[src/rtl/uart_tx_arbiter.sv]
// uart_tx_arbiter: round-robin, packet-granular sharing of one uart_tx.
// Optional ARB_TAG_EN: prefix each packet with a requester tag byte.
module uart_tx_arbiter #(
    parameter int          NREQ         = 4,
    parameter int          HOLD_TIMEOUT = 1000,
    parameter logic [7:0]  TAG_BASE     = 8'h30
) (
    input  logic              clk,
    input  logic              rst,
    input  logic [NREQ-1:0]   req_valid,
    input  logic [8*NREQ-1:0] req_data,
    input  logic [NREQ-1:0]   req_last,
    output logic [NREQ-1:0]   req_ready,
    output logic              tx_en,
    output logic [7:0]        tx_data,
    input  logic              tx_rdy,
    output logic [NREQ-1:0]   grant,
    output logic              busy,
    output logic              timeout
);

    typedef enum logic [2:0] {
        S_IDLE,
        S_LOAD,
        S_SEND,
        S_HOLD,
        S_TAG
    } state_t;

    localparam logic [15:0] HT = 16'(HOLD_TIMEOUT);

    state_t      r_state;
    logic [2:0]  r_ptr;
    logic [2:0]  r_gidx;
    logic        r_last_f;
    logic [15:0] r_hold;

    logic [7:0]      w_valid8;
    logic [7:0]      w_last8;
    logic [63:0]     w_data64;
    logic [7:0]      w_g_data;
    logic            w_any;
    logic [2:0]      w_idx;
    logic [3:0]      w_sum;
    logic [NREQ-1:0] w_pick_oh;
    logic [15:0]     w_hold_nxt;
    logic            w_hold_hit;

    // Zero-extend requester buses so 3-bit indices always fit.
    assign w_valid8 = 8'(req_valid);
    assign w_last8  = 8'(req_last);
    assign w_data64 = 64'(req_data);
    assign w_g_data = w_data64[{r_gidx, 3'b000} +: 8];

    // Hold counter saturates; a zero timeout never fires.
    assign w_hold_nxt = (r_hold == 16'hFFFF) ? r_hold : r_hold + 16'd1;
    assign w_hold_hit = (HT != 16'd0) && (w_hold_nxt == HT);

    // Round-robin pick: first valid requester scanning from ptr+1.
    always_comb begin
        w_any = 1'b0;
        w_idx = '0;
        w_sum = '0;
        for (int k = NREQ; k >= 1; k--) begin
            w_sum = {1'b0, r_ptr} + 4'(k);
            if (w_sum >= 4'(NREQ))
                w_sum = w_sum - 4'(NREQ);
            if (w_valid8[w_sum[2:0]]) begin
                w_any = 1'b1;
                w_idx = w_sum[2:0];
            end
        end
    end

    // One-hot form of the picked index.
    always_comb begin
        w_pick_oh = '0;
        for (int i = 0; i < NREQ; i++)
            w_pick_oh[i] = (w_idx == 3'(i));
    end

    // Arbitration FSM with registered outputs.
    always_ff @(posedge clk) begin
        if (rst) begin
            r_state   <= S_IDLE;
            r_ptr     <= 3'(NREQ - 1);
            r_gidx    <= '0;
            r_last_f  <= 1'b0;
            r_hold    <= '0;
            req_ready <= '0;
            tx_en     <= 1'b0;
            tx_data   <= '0;
            grant     <= '0;
            busy      <= 1'b0;
            timeout   <= 1'b0;
        end else begin
            req_ready <= '0;
            timeout   <= 1'b0;
            unique case (r_state)
                S_IDLE: begin
                    if (w_any) begin
                        r_gidx <= w_idx;
                        grant  <= w_pick_oh;
                        busy   <= 1'b1;
`ifdef ARB_TAG_EN
                        tx_en   <= 1'b1;
                        tx_data <= TAG_BASE + {5'd0, w_idx};
                        r_state <= S_TAG;
`else
                        req_ready <= w_pick_oh;
                        r_state   <= S_LOAD;
`endif
                    end
                end
`ifdef ARB_TAG_EN
                S_TAG: begin
                    if (tx_rdy) begin
                        tx_en     <= 1'b0;
                        req_ready <= grant;
                        r_state   <= S_LOAD;
                    end
                end
`endif
                S_LOAD: begin
                    tx_data  <= w_g_data;
                    r_last_f <= w_last8[r_gidx];
                    tx_en    <= 1'b1;
                    r_state  <= S_SEND;
                end
                S_SEND: begin
                    if (tx_rdy) begin
                        tx_en <= 1'b0;
                        if (r_last_f) begin
                            r_ptr   <= r_gidx;
                            grant   <= '0;
                            busy    <= 1'b0;
                            r_state <= S_IDLE;
                        end else begin
                            r_hold  <= '0;
                            r_state <= S_HOLD;
                        end
                    end
                end
                S_HOLD: begin
                    if (w_valid8[r_gidx]) begin
                        req_ready <= grant;
                        r_state   <= S_LOAD;
                    end else begin
                        r_hold <= w_hold_nxt;
                        if (w_hold_hit) begin
                            timeout <= 1'b1;
                            r_ptr   <= r_gidx;
                            grant   <= '0;
                            busy    <= 1'b0;
                            r_state <= S_IDLE;
                        end
                    end
                end
                default: begin
                    r_state <= S_IDLE;
                end
            endcase
        end
    end

endmodule
[config.mk]
export PLATFORM = sky130hd
export DESIGN_NAME = uart_tx_arbiter
export DESIGN_NICKNAME = d
export VERILOG_FILES = /design/src/rtl/uart_tx_arbiter.sv
export SDC_FILE = /design/constraint.sdc
export NUM_CORES = 1
export LEC_CHECK = 0
export ABC_AREA = 1
export CAP_MARGIN = 20
export CORE_MARGIN = 4
export CORE_UTILIZATION = 41
export DETAILED_ROUTE_END_ITERATION = 8
export HOLD_SLACK_MARGIN = 0.08
export PLACE_DENSITY_LB_ADDON = 0.2
export REMOVE_ABC_BUFFERS = 1
export SYNTH_ARGS = -nofsm -noshare
export SYNTH_HDL_FRONTEND = slang
export SYNTH_SLANG_ARGS = --single-unit
[constraint.sdc]
create_clock -name clk -period 3.7 [get_ports clk]
set_input_delay 0.74 -clock clk [delete_from_list [all_inputs] [get_ports clk]]
set_output_delay 0.74 -clock clk [all_outputs]
set_load 0.05 [all_outputs]
* Word-level counts from Yosys, hierarchy flattened *
Cells that the tools add are included.

word-level totals
  register bits = 45
  input bits = 43
  output and inout bits = 19
  logic and storage cells = 116

operators by class
  $add $sub $neg = 9
  order comparisons = 9
  equal/unequal tests = 15
  shifts and indexed selects = 1
  muxes and demuxes = 58
  bitwise gates (word level) = 1
  reduce and logical (&&, ||, !) cells = 12

operators with widths
  kind                   count
  $mux 16                4
  $shiftx 64x7->8        1
  $mux 3                 16
  $pmux 16 s2            1
  $mux 4                 7
  $lt 3x4->1 const B     5
  $bmux 1 s3             6
  $mux 1                 17
  $add 16x1->16 const B  1
  $eq 16x10->1 const B   1
  $eq 16x16->1 const B   1
  $ge 4x3->1 const B     4
  $eq 3x2->1 const B     4
  $ne 2x2->1 const B     6
  $pmux 3 s4             1
  $pmux 4 s3             1
  $sub 3x3->3 const B    4
  $add 3x2->4 const B    2
  $pmux 4 s2             1
  $eq 3x1->1 const B     2
  $logic_not 3->1        2
  $pmux 3 s2             1
  $reduce_and 6->1       1
  $reduce_and 5->1       1
  other kinds (13)       15

* Longest topological paths before layout *
  depth after elaboration = 12
  mapped depth = 15
  mapped depth without buffers = 15

* Least setup slack after synthesis *
No wires, ideal clock.

  path type = in2reg
  start point = input req_valid[3]
  end point = register r_hold[10]
  library setup time = 136 ps
  data arrival time = 1,843 ps
  data required time = 3,564 ps
  path slack = 1,721 ps
  cell stages on the path = 9
  buffers on the path = 1
  cells stage by stage = inv_1 > nand2_1 > o211ai_1 > a21oi_1 > nand2_1 > nand3_2 > nand2_1 > clkbuf_1 > o32ai_1

between the ends
  cells in the longest elaborated chain, start to end = 4

ends and longest elaborated chain
  item                          line  RTL
  from (decl)                   10    input logic [NREQ-1:0] req_valid,
  $bmux 1 s3                    145   if (w_valid8[r_gidx]) begin
  $mux 1 (implied by the code)  145
  $ne 2x2->1 (no line)          -
  $reduce_and 4->1 (no line)    -
  to (signal assigned)          149   r_hold <= w_hold_nxt;
  to (decl)                     36    logic [15:0] r_hold;

Every way passes these cells. The select of a mux whose other input is x is not followed.
A chain may end at the register's enable or synchronous reset.

* Worst setup path after layout *
  start point = input req_valid[1]
  end point = register r_hold[1]

The elaborated chain is that of the path after synthesis.

==> impl_metrics.tcl <==
set metrics [dict create \
    finalCoreUtilization 0.5475 \
    worstPathRequired_ps 3930 \
    nets 550 \
    grt_max_degree 22 \
    cts-root-buf "clkbuf_8" \
    setup_violations 0 \
    finClkSkew_ps 10.69 \
    die_w_microns 90.50 \
    antenna_found_initial 0 \
    clk_pin_slew_ps 90 \
    hold_path_class "flip-flop to flip-flop" \
    diodes 0 \
    syn_area_sq_um 2790 \
    holdCritStartpoint "busy$_SDFFE_PP0P_" \
    rsz0062_at_grt "no" \
    fill_cells 645 \
    via_per_inst 5.317 \
    leakage_nw 1.444 \
    grt_busiest_layer "met2" \
    route.detailed.drc 0 \
    grt_usage 0.1879 \
    top_level_ports 62 \
    ys_ff_latch 44 \
    drv_cap 0 \
    start_util 0.4296 \
    r2r-start "r_ptr[0]$_SDFFE_PP1P_" \
    yosys_warnings 0 \
    slew_viol_final 0 \
    avgRoutedWirePerCell_microns 13.39 \
    yosysSeqAreaShare 0.3157 \
    core_sq_um 6495 \
    crit_path_start_kind "input pin" \
    grt_pass1_wl_mm 13.00 \
    cts_made_buffers 5 \
    synth_flop_cell "dfxtp_1" \
    finalCritPeriodShare 0.7249 \
    place_ws_ps 775.7 \
    power_density_nw_per_um2 687.0 \
    drive_above_1_share 0.05800 \
    setup_tns_ps 0 \
    first_pass_iters 7 \
    insertion_delay_ps 300 \
    cts_sinks 44 \
    met2_usage 0.2940 \
    ant_nets 0 \
    die-area_sq_um 8189 \
    cts_tree "yes" \
    cts_setup_buffers 0 \
    cp.arrival_ps 2910 \
    min_period_ps 2682 \
    synth_edf_count 0 \
    syn2layout_area_growth_pct 27.44 \
    netlist_instances 439 \
    p_total_mw 2.443 \
    cts.path.max_buffers 2 \
    synth_top_area_frac 0.3157 \
    hpwlAfterDp_mm 5.957 \
    yosysTopAreaCell "dfxtp_1" \
    vias 3068 \
    critPathMaxFanout 15 \
    first_global_vias 2797 \
    ys_async_sr_fraction 0 \
    dp.cells 569 \
    drt_iter0_drc 242 \
    hold_viol_final 0 \
    die_height_microns 90.50 \
    row_count 29 \
    gp_congestion 0.8862 \
    globalRouteMet1Util 0.2705 \
    fmax_ghz 0.3729 \
    avgSynthCellArea_sq_um 6.356 \
    max-slew-margin-rel 0.4372 \
    h-tree-depth 2 \
    grt_overflow 0 \
    vdd_ir_drop_max_mv 0.5764 \
    grt_use_met3 0.03500 \
    final_cells 577 \
    synth_cell_types 31 \
    synthTopCellsByArea "dfxtp_1 32%, nand2_1 14%, nor2_1 8.6%, inv_1 6.9%, a21oi_1 6.1%" \
    setup_slack_ps 1018 \
    crit_path_start "req_valid[1]" \
    drt-total-wl_mm 7.725 \
    cts_resized 0 \
    ctsHoldBuffers 0 \
    criticalPathCategory "input pin to flip-flop" \
    worst_pin_slew_ps 835.3 \
    cp-end-kind "flip-flop" \
    io_buffers 61 \
    outcome "completed" \
]
-- cell families (layout without fill, tap and decap cells) --
logic type | count (synthesis) | after routing | share of synthesized area
AOI/OAI and AO/OA | 91 | 91 | 0.1910
xor gates and xnor gates | 4 | 4 | 0.01255
adders and majority gates | 8 | 8 | 0.03588
buffers and inverters | 66 | 127 | 0.09237
DFF | 44 | 44 | 0.3157
and+or+nand+nor | 226 | 226 | 0.3525
-- cell usage in the layout (no fill, tap or decap), drive strengths merged --
cell,n
nand2,110
nor2,70
clkdlybuf4s50,61
inv,51
dfxtp,44
a21oi,35
nand3,35
o21ai,33
o32ai,14
ha,8
clkinv,7
nand4,5
clkbuf,5
xor2,4
o22ai,4
nor3,3
o211ai,3
buf,3
a22oi,2
nand3b,1
or2,1
nor4,1
-- sequential cells by signal, indices dropped and copies added (netlist names), 2 cells and up --
name       flops
r_gidx         3
tx_data        8
r_state        2
r_ptr          3
grant          4
req_ready      4
r_hold        16
-- power breakdown --
group          internal [mW]  switching (mW)  leakage [nW]  total [mW]
Combinational          0.478           0.980          1.04        1.46
Clock                  0.132           0.168        0.0479       0.300
Sequential             0.587          0.0986         0.358       0.686
Total                   1.20            1.25          1.44        2.44
-- worst max-delay path: stages --
cell and delay, ps:
clkdlybuf4s50_1 470, inv_1 50, a21oi_1 100, o21ai_0 90
a21oi_1 230, nand2_1 170, nand3_2 210, nand2_1 380
inv_1 220, o22ai_1 100, a21oi_1 130
-- cell type report --
class	count	area [sq um]	area share
inverter	55	206.4	0.05806
clock buffer	5	68.82	0.01935
tap	77	96.34	0.02709
sequential	44	880.8	0.2477
timing repair buffer	64	633.1	0.1780
multi-input combinational	329	1652	0.4645
clock inverter	3	18.77	0.005278
-- cell usage after synthesis (2+ instances only) --
library cell	number
a21oi_1	34
a22oi_1	2
buf_2	2
clkbuf_1	7
clkinv_1	4
dfxtp_1	44
ha_1	8
inv_1	51
nand2_1	104
nand2_2	4
nand2_4	2
nand3_1	33
nand3_2	2
nand4_1	5
nor2_1	64
nor2_2	4
nor2_4	2
nor3_1	3
o211ai_1	3
o21ai_0	28
o21ai_1	4
o22ai_1	4
o32ai_1	14
xor2_1	4
-- per-stage QoR --
step / cell area (sq um) / hold slack (ps)
2_1_floorplan: 2739 / 451.5
3_3_place_gp: 3468 / 453.1
3_5_place_dp: 3468 / 459.8
4_1_cts: 3556 / 471.0
5_1_grt: 3556 / 483.2
6_report: 3556 / 464.4
-- routing by layer --
| layer | vias to the layer above | wire (microns) |
|---|---|---|
| li1 | 1563 | - |
| met1 | 1389 | 3573 |
| met2 | 110 | 3590 |
| met3 | 6 | 508 |
| met4 | 0 | 52 |
| met5 | - | 0 |
-- path summary, 6_finish.rpt --
check / to / slack (ps) / cells past startpoint
setup reg to reg: grant[0]$_SDFFE_PP0P_ / 1190 / 9
hold / removal: busy$_SDFFE_PP0P_ / 460 / 2
hold reg to reg: busy$_SDFFE_PP0P_ / 460 / 2
setup / recovery: r_hold[1]$_SDFFE_PP0P_ / 1020 / 11
No activity file was read; power rests on OpenSTA's default activity.
